File: src/rtl/bsg_arb_rr_packet_lock.sv
// Round-robin arbiter with packet lock. A rotating-priority winner is chosen,
// and the grant is held on that requester until its last flit is accepted.
module bsg_arb_rr_packet_lock #(
    parameter int inputs_p    = 16,
    parameter int lg_inputs_p = $clog2(inputs_p)
) (
    input  logic                   clk_i,
    input  logic                   reset_n_i,
    input  logic [inputs_p-1:0]    reqs_v_i,
    input  logic [inputs_p-1:0]    reqs_last_i,
    output logic [inputs_p-1:0]    reqs_yumi_o,
    output logic                   v_o,
    output logic [lg_inputs_p-1:0] tag_o,
    output logic                   last_o,
    input  logic                   ready_i,
    output logic                   locked_o
);

    typedef enum logic {
        ST_ARB    = 1'b0,
        ST_LOCKED = 1'b1
    } state_e;

    state_e                 r_state;
    state_e                 w_state_next;
    logic [lg_inputs_p-1:0] r_ptr;
    logic [lg_inputs_p-1:0] w_ptr_next;
    logic [lg_inputs_p-1:0] r_lock;
    logic [lg_inputs_p-1:0] w_lock_next;

    logic [inputs_p-1:0]    w_ge_ptr;
    logic [inputs_p-1:0]    w_hi_reqs;
    logic [lg_inputs_p-1:0] w_hi_idx;
    logic [lg_inputs_p-1:0] w_any_idx;
    logic                   w_hi_found;
    logic [lg_inputs_p-1:0] w_arb_sel;
    logic [lg_inputs_p-1:0] w_sel;
    logic                   w_v;
    logic                   w_last;
    logic                   w_accept;

    // Requests at or above the pointer win first; otherwise wrap to the lowest valid one.
    generate
        for (genvar gi = 0; gi < inputs_p; gi++) begin : g_mask
            assign w_ge_ptr[gi] = (32'(gi) >= 32'(r_ptr));
        end
    endgenerate

    assign w_hi_reqs = reqs_v_i & w_ge_ptr;

    always_comb begin
        w_hi_idx   = '0;
        w_hi_found = 1'b0;
        w_any_idx  = '0;
        for (int j = inputs_p - 1; j >= 0; j--) begin
            if (w_hi_reqs[j]) begin
                w_hi_idx   = lg_inputs_p'(j);
                w_hi_found = 1'b1;
            end
            if (reqs_v_i[j]) begin
                w_any_idx = lg_inputs_p'(j);
            end
        end
        w_arb_sel = w_hi_found ? w_hi_idx : w_any_idx;
    end

    assign w_sel    = (r_state == ST_LOCKED) ? r_lock : w_arb_sel;
    assign w_v      = (r_state == ST_LOCKED) ? reqs_v_i[r_lock] : (|reqs_v_i);
    assign w_last   = w_v & reqs_last_i[w_sel];

    // Every output is forced quiet while reset is asserted.
    assign v_o      = reset_n_i & w_v;
    assign tag_o    = reset_n_i ? w_sel : '0;
    assign last_o   = reset_n_i & w_last;
    assign locked_o = reset_n_i & (r_state == ST_LOCKED);
    assign w_accept = v_o & ready_i;

    generate
        for (genvar gi = 0; gi < inputs_p; gi++) begin : g_yumi
            assign reqs_yumi_o[gi] = w_accept & (32'(w_sel) == gi);
        end
    endgenerate

    always_comb begin
        w_state_next = r_state;
        w_ptr_next   = r_ptr;
        w_lock_next  = r_lock;
        if (w_accept) begin
            if (w_last) begin
                w_state_next = ST_ARB;
                w_ptr_next   = (w_sel == lg_inputs_p'(inputs_p - 1))
                             ? '0 : w_sel + lg_inputs_p'(1);
            end else begin
                w_state_next = ST_LOCKED;
                w_lock_next  = w_sel;
            end
        end
    end

    always_ff @(posedge clk_i) begin
        if (!reset_n_i) begin
            r_state <= ST_ARB;
            r_ptr   <= '0;
            r_lock  <= '0;
        end else begin
            r_state <= w_state_next;
            r_ptr   <= w_ptr_next;
            r_lock  <= w_lock_next;
        end
    end

endmodule
File: config.mk
export PLATFORM = sky130hd
export DESIGN_NAME = bsg_arb_rr_packet_lock
export DESIGN_NICKNAME = d
export VERILOG_FILES = /design/src/rtl/bsg_arb_rr_packet_lock.sv
export SDC_FILE = /design/constraint.sdc
export NUM_CORES = 1
export LEC_CHECK = 0
export CORE_MARGIN = 2
export CORE_UTILIZATION = 44
export CTS_CLUSTER_DIAMETER = 200
export DETAILED_ROUTE_END_ITERATION = 6
export PLACE_DENSITY = 0.78
export SLEW_MARGIN = 20
export SYNTH_ARGS = -nofsm -noshare
export SYNTH_HDL_FRONTEND = slang
export SYNTH_SLANG_ARGS = --single-unit
File: constraint.sdc
create_clock -name clk_i -period 3.79 [get_ports clk_i]
set_input_delay 0.758 -clock clk_i [delete_from_list [all_inputs] [get_ports clk_i]]
set_output_delay 0.758 -clock clk_i [all_outputs]
set_load 0.05 [all_outputs]
# After elaboration in Yosys (flattened, before gate mapping)
# Index checks and enable logic that the tools add are counted.
[op_classes]
muxes = 58
eq_ne = 15
reduce_logical = 4
n_addsub = 1
bitwise_logic = 23
n_lt_le_gt_ge = 17
[op_table]
columns = ["op", "n"]
rows = [
  ["$mux 4", 36],
  ["$eq 4x4->1 const B", 8],
  ["$ge 4x4->1 const A", 7],
  ["$and 1x1->1", 21],
  ["$mux 1", 20],
  ["$and 16x16->16", 1],
  ["$eq 4x3->1 const B", 4],
  ["$ge 3x4->1 const A", 4],
  ["$reduce_or 16->1", 1],
  ["$lt 4x5->1 const B", 2],
  ["$bmux 1 s4", 2],
  ["$eq 4x2->1 const B", 2],
  ["$ge 1x4->1 const A", 2],
  ["$ge 2x4->1 const A", 2],
  ["$add 4x1->4 const B", 1],
  ["$eq 4x1->1 const B", 1],
  ["$logic_not 4->1", 1],
  ["$reduce_and 2->1", 2],
  ["$not 1->1", 1],
]
[word_totals]
ff_bits = 9
inputBits = 35

# Longest topological paths before layout
[depth]
word_depth = 25
depth_mapped = 13

# Worst setup path before layout
# Ideal clock, no wire load.
[synth_path]
kind = "in2out"
from = "input port reqs_v_i[5]"
to = "output port last_o"
slack_ps = -256
stages = 9
arrival_ps = 3288
t_required_ps = 3032
n_path_buf = 0
cell_sequence = "or4_1 -> nand4b_4 -> a21oi_4 -> o2111ai_2 -> nand2_2 -> a2111oi_1 -> o211a_2 -> nor4_4 -> and3_1"
[synth_via]
elab_chain_cells = 13
[synth_lines]
columns = ["element", "line_no", "source"]
rows = [
  ["start, declared", "9", "input logic [inputs_p-1:0] reqs_v_i,"],
  ["$and 16x16->16", "49", "assign w_hi_reqs = reqs_v_i & w_ge_ptr;"],
  ["$mux 4 or $mux 1 (tied branches) (6 in series)", "56", "if (w_hi_reqs[j]) begin"],
  ["$mux 4", "64", "w_arb_sel = w_hi_found ? w_hi_idx : w_any_idx;"],
  ["$mux 4", "67", "assign w_sel = (r_state == ST_LOCKED) ? r_lock : w_arb_sel;"],
  ["$bmux 1 s4", "69", "assign w_last = w_v & reqs_last_i[w_sel];"],
  ["$mux 1 (implied by the code)", "69", ""],
  ["$and 1x1->1 *", "69", ""],
  ["$and 1x1->1 *", "74", "assign last_o = reset_n_i & w_last;"],
  ["end, declared", "14", "output logic last_o,"],
]
# Every way passes the cells marked *; elsewhere a longest branch is shown, timed or not. The select of a mux whose other input is x is not followed.

# Final worst setup path
[layout_path]
from = "input port reqs_v_i[1]"
to = "output port last_o"
[layout_via]
elab_chain_cells = 9
[layout_lines]
columns = ["element", "line_no"]
rows = [
  ["$and 16x16->16", "49"],
  ["$mux 4 or $mux 1 (tied branches) (2 in series)", "56"],
  ["$mux 4", "64"],
  ["$mux 4", "67"],
  ["$bmux 1 s4", "69"],
  ["$mux 1 (implied by the code)", "69"],
  ["$and 1x1->1 *", "69"],
  ["$and 1x1->1 *", "74"],
]
# Marked as above.

==> qor.csv <==
metric,value,unit
run_status,finished with violations,
violations,negative setup slack,
place_ws,-0.694,ns
cp.arrival,3.50,ns
seq_power_share,10.2,%
die_y,72.1,um
cts_sinks,9,
tightest_slew,0.705,ns
dieArea,0.00520,mm^2
clkPwrFrac,6.2,%
drt-wirelength-per-cell,27.8,um
via_per_inst,7.13,
synth-simple-area-share,36.9,%
p_leak,1.74,nW
synth_top_family_by_area,simple AND/OR/NAND/NOR gates,
synthDistinctLibCells,74,
crit_fanout,5,
hpwl,6310,um
p_comb_share,83.6,%
path_clk_slew,0.05,ns
netlist_instances,267,
synth.area.mux_share,8.22,%
max_cap_violations,0,
drt_iter0_drc,477,
grt_pass1_wl,16300,um
synthesis.nets,306,
finalWorstSetupSlack,-0.463,ns
port_buffers,57,
core,0.00441,mm^2
cts_tree,built,
ys.flop_type,dfxtp_1,
clk_latency,0.25,ns
syn2layout_area_growth,99.4,%
diodes,0,
avgSynthCellArea,7.64,um^2
period_minus_slack,4.25,ns
cts_root_buffer,clkbuf_8,
critical_path_class,primary input to primary output,
cpMostUsedCell,buf_4,
setup_tns,-4.21,ns
antenna_found_initial,0,
slew_viol_final,0,
die_width,72.1,um
finalCritPeriodShare,112,%
relSlewSlack,52.9,%
swShare,52.2,%
end_kind,primary output,
fmax,0.235,GHz
setup_viol,19,
dr.pass1.iters,5,
hold_viol,0,
r2r-start,r_ptr[0]$_SDFFE_PN0P_,
synth_top_area_share,8.83,%
drive_above_1_share,59.1,%
finalPower,2.03,mW
crit_end,last_o,
rsz0062_at_grt,yes,
reg2reg_to,r_state$_SDFFE_PN0P_,
grt_pass1_vias,3105,
path_cells,clkbuf_2 -> buf_4 -> inv_1 -> a2111oi_4 -> buf_4 -> buf_4 -> nor2_2 -> buf_4 -> o2111a_1 -> o21ai_0 -> o211a_1 -> o211a_4 -> nor4_4 -> and3_4 -> buf_12,
overflow,0,
internal_power,970,uW
postRouteAntennaNets,0,
globalplace.congestion,0.963,
crit_slowest_cell,nor2_2,
switching_power,1.06,mW
reg2reg_depth,15,
ios,58,
synth_seq_area_share,8.83,%
htreeDepth,1,
async_flop_share,0,%
synth-seq-cells,9,
yosysWarnings,0,
power.density,499,mW/mm^2
synth_compound_area_share,36.5,%
synth_edf_count,0,
fin_nets,461,
drc,0,
num_vias,3371,
hold_path_class,flop to flop,
ir_worst_vdd,0.419,mV
cp.required,3.03,ns
ys_top_cells_by_area,"dfxtp_1 8.8%, nor2_1 5.9%, and2_1 5.8%, mux4_2 5.5%, a2111oi_4 4.0%",
n_fill_cell,160,
synth_xor_area_share,0.429,%
wl,13100,um
start_kind,primary input,
cp_slowest_stage_delay,0.29,ns
grt_usage,41.2,%
cts_buffers,3,
core.rowCount,24,
crit_path_start,reqs_v_i[1],
clock_path_buffers,2,
yosys.area.top_type,dfxtp_1,
syn_area,0.00204,mm^2
synthAdderAreaFrac,2.45,%
reg2reg_slack,0.12,ns
clock_skew,0.00324,ns
start_util,46.2,%
grt_max_degree,17,
## power groups by stage
| stage | Clock (mW) | Sequential, mW | Combinational (mW) |
|---|---|---|---|
| final | 0.125 | 0.207 | 1.70 |
| after global routing | 0.128 | 0.207 | 1.76 |
| after CTS | 0.116 | 0.186 | 1.43 |
| after detailed placement | 0 | 0.188 | 1.23 |
| after global placement | 0 | 0.187 | 1.20 |
| after floorplan | 0 | 0.151 | 0.700 |
## per-stage QoR
| stage | std cells | utilization (%) | hold slack, ns | area (um^2) |
|---|---|---|---|---|
| after global routing | 473 | 92.2 | 0.656 | 4070 |
| final | 473 | 92.2 | 0.645 | 4070 |
| after floorplan | 267 | - | 0.525 | 2050 |
| after CTS | 456 | 86.9 | 0.601 | 3830 |
| after global placement | 440 | 75.4 | 0.574 | 3330 |
| after detailed placement | 440 | 75.4 | 0.578 | 3330 |
## cell type report
cell class,instances,area (um^2),share of cell area [%]
Timing Repair Buffer,162,1550,38.1
Multi-Input combinational cell,229,2150,52.9
Sequential cell,9,188,4.61
Tap cell,52,65.1,1.60
Clock buffer,4,45.0,1.11
Inverter,17,66.3,1.63
## cells in the final DEF, fill, tap and decap left out, drive strengths merged, types with 2 or more instances in the layout
cell type      netlist  final
o2111ai              4      4
mux2i                4      4
nand2               22     22
nand4b               2      2
nand3                7      7
or4                  3      3
nand4                2      2
a211oi               9      9
a21boi               5      5
nor2b                5      5
dfxtp                9      9
buf                  9    134
ha                   4      4
a21o                 3      3
or2                  5      5
a41o                 2      2
a2111oi              5      5
mux4                 5      5
o211ai               5      5
nor2                32     32
and4b                2      2
nand2b               6      6
o21a                 2      2
a2bb2oi              2      2
o31ai                2      2
dlygate4sd2          0      3
and3                 3      3
o22ai                3      3
nor4                 6      6
clkdlybuf4s50        0     19
nor3                 9      9
and2                19     19
a31oi                3      3
o21ai               14     14
o211a                4      4
inv                 17     17
a21oi               14     14
clkbuf               3      9
## cells by family (layout without fill, tap and decap cells)
kind of cell             after synthesis  after routing
flip-flops                             9              9
multiplexers                          10             10
XOR/XNOR                               1              1
AO/OA/AOI/OAI                         87             87
adder cells (fa/ha/maj)                4              4
buffers and inverters                 29            183
AND/OR/NAND/NOR                      127            127
## worst min path at each step
stage / startpoint / end / slack (ns) / cells past startpoint
floorplan: r_lock[2]$_SDFFE_PN0P_ / r_lock[2]$_SDFFE_PN0P_ / 0.52 / 2
CTS: r_lock[1]$_SDFFE_PN0P_ / r_lock[1]$_SDFFE_PN0P_ / 0.60 / 2
finish: r_lock[1]$_SDFFE_PN0P_ / r_lock[1]$_SDFFE_PN0P_ / 0.64 / 2
global placement: r_lock[1]$_SDFFE_PN0P_ / r_lock[1]$_SDFFE_PN0P_ / 0.57 / 2
global route: r_lock[1]$_SDFFE_PN0P_ / r_lock[1]$_SDFFE_PN0P_ / 0.66 / 2
detailed placement: r_lock[1]$_SDFFE_PN0P_ / r_lock[1]$_SDFFE_PN0P_ / 0.58 / 2
## Yosys cell counts, drive strengths merged, types with 2 or more instances
master   count
o21a         2
nor3         9
nand4        2
clkbuf       3
a31oi        3
a21oi       14
a2111oi      5
o31ai        2
o21ai       14
and2        19
nand3        7
and3         3
dfxtp        9
nand4b       2
or4          3
a21o         3
a2bb2oi      2
a21boi       5
mux4         5
mux2i        4
o211ai       5
and4b        2
o2111ai      4
nand2       22
o22ai        3
ha           4
nor4         6
buf          9
o211a        4
nor2        32
or2          5
inv         17
a41o         2
nor2b        5
nand2b       6
a211oi       9
## repair_timing
item | 4_1_cts | 5_1_grt
hold buffers | 0 | 0
resized for setup | 136 | 53
endpoints found under the setup margin | 21 | 20
pin swaps | 36 | 31
setup buffers | 17 | 19
## worst max-delay path, delay by kind of cell
kind	cells	cell delay, ns
compound gates	5	0.88
buf+inv	7	1.03
simple gates	3	0.81
## flip-flops by register name (all words and copies together), names as in the netlist
| name | count |
|---|---|
| r_lock | 4 |
| r_ptr | 4 |
| r_state | 1 |
## layer usage
| layer | up-vias | GRT usage, % | wire (um) |
|---|---|---|---|
| li1 | 1321 | - | - |
| met1 | 1546 | 48.0 | 4190 |
| met2 | 357 | 73.0 | 5900 |
| met3 | 147 | 5.83 | 1570 |
| met4 | 0 | 21.4 | 1480 |
| met5 | - | 0 | 0 |
Power figures use the tool's default switching activity.
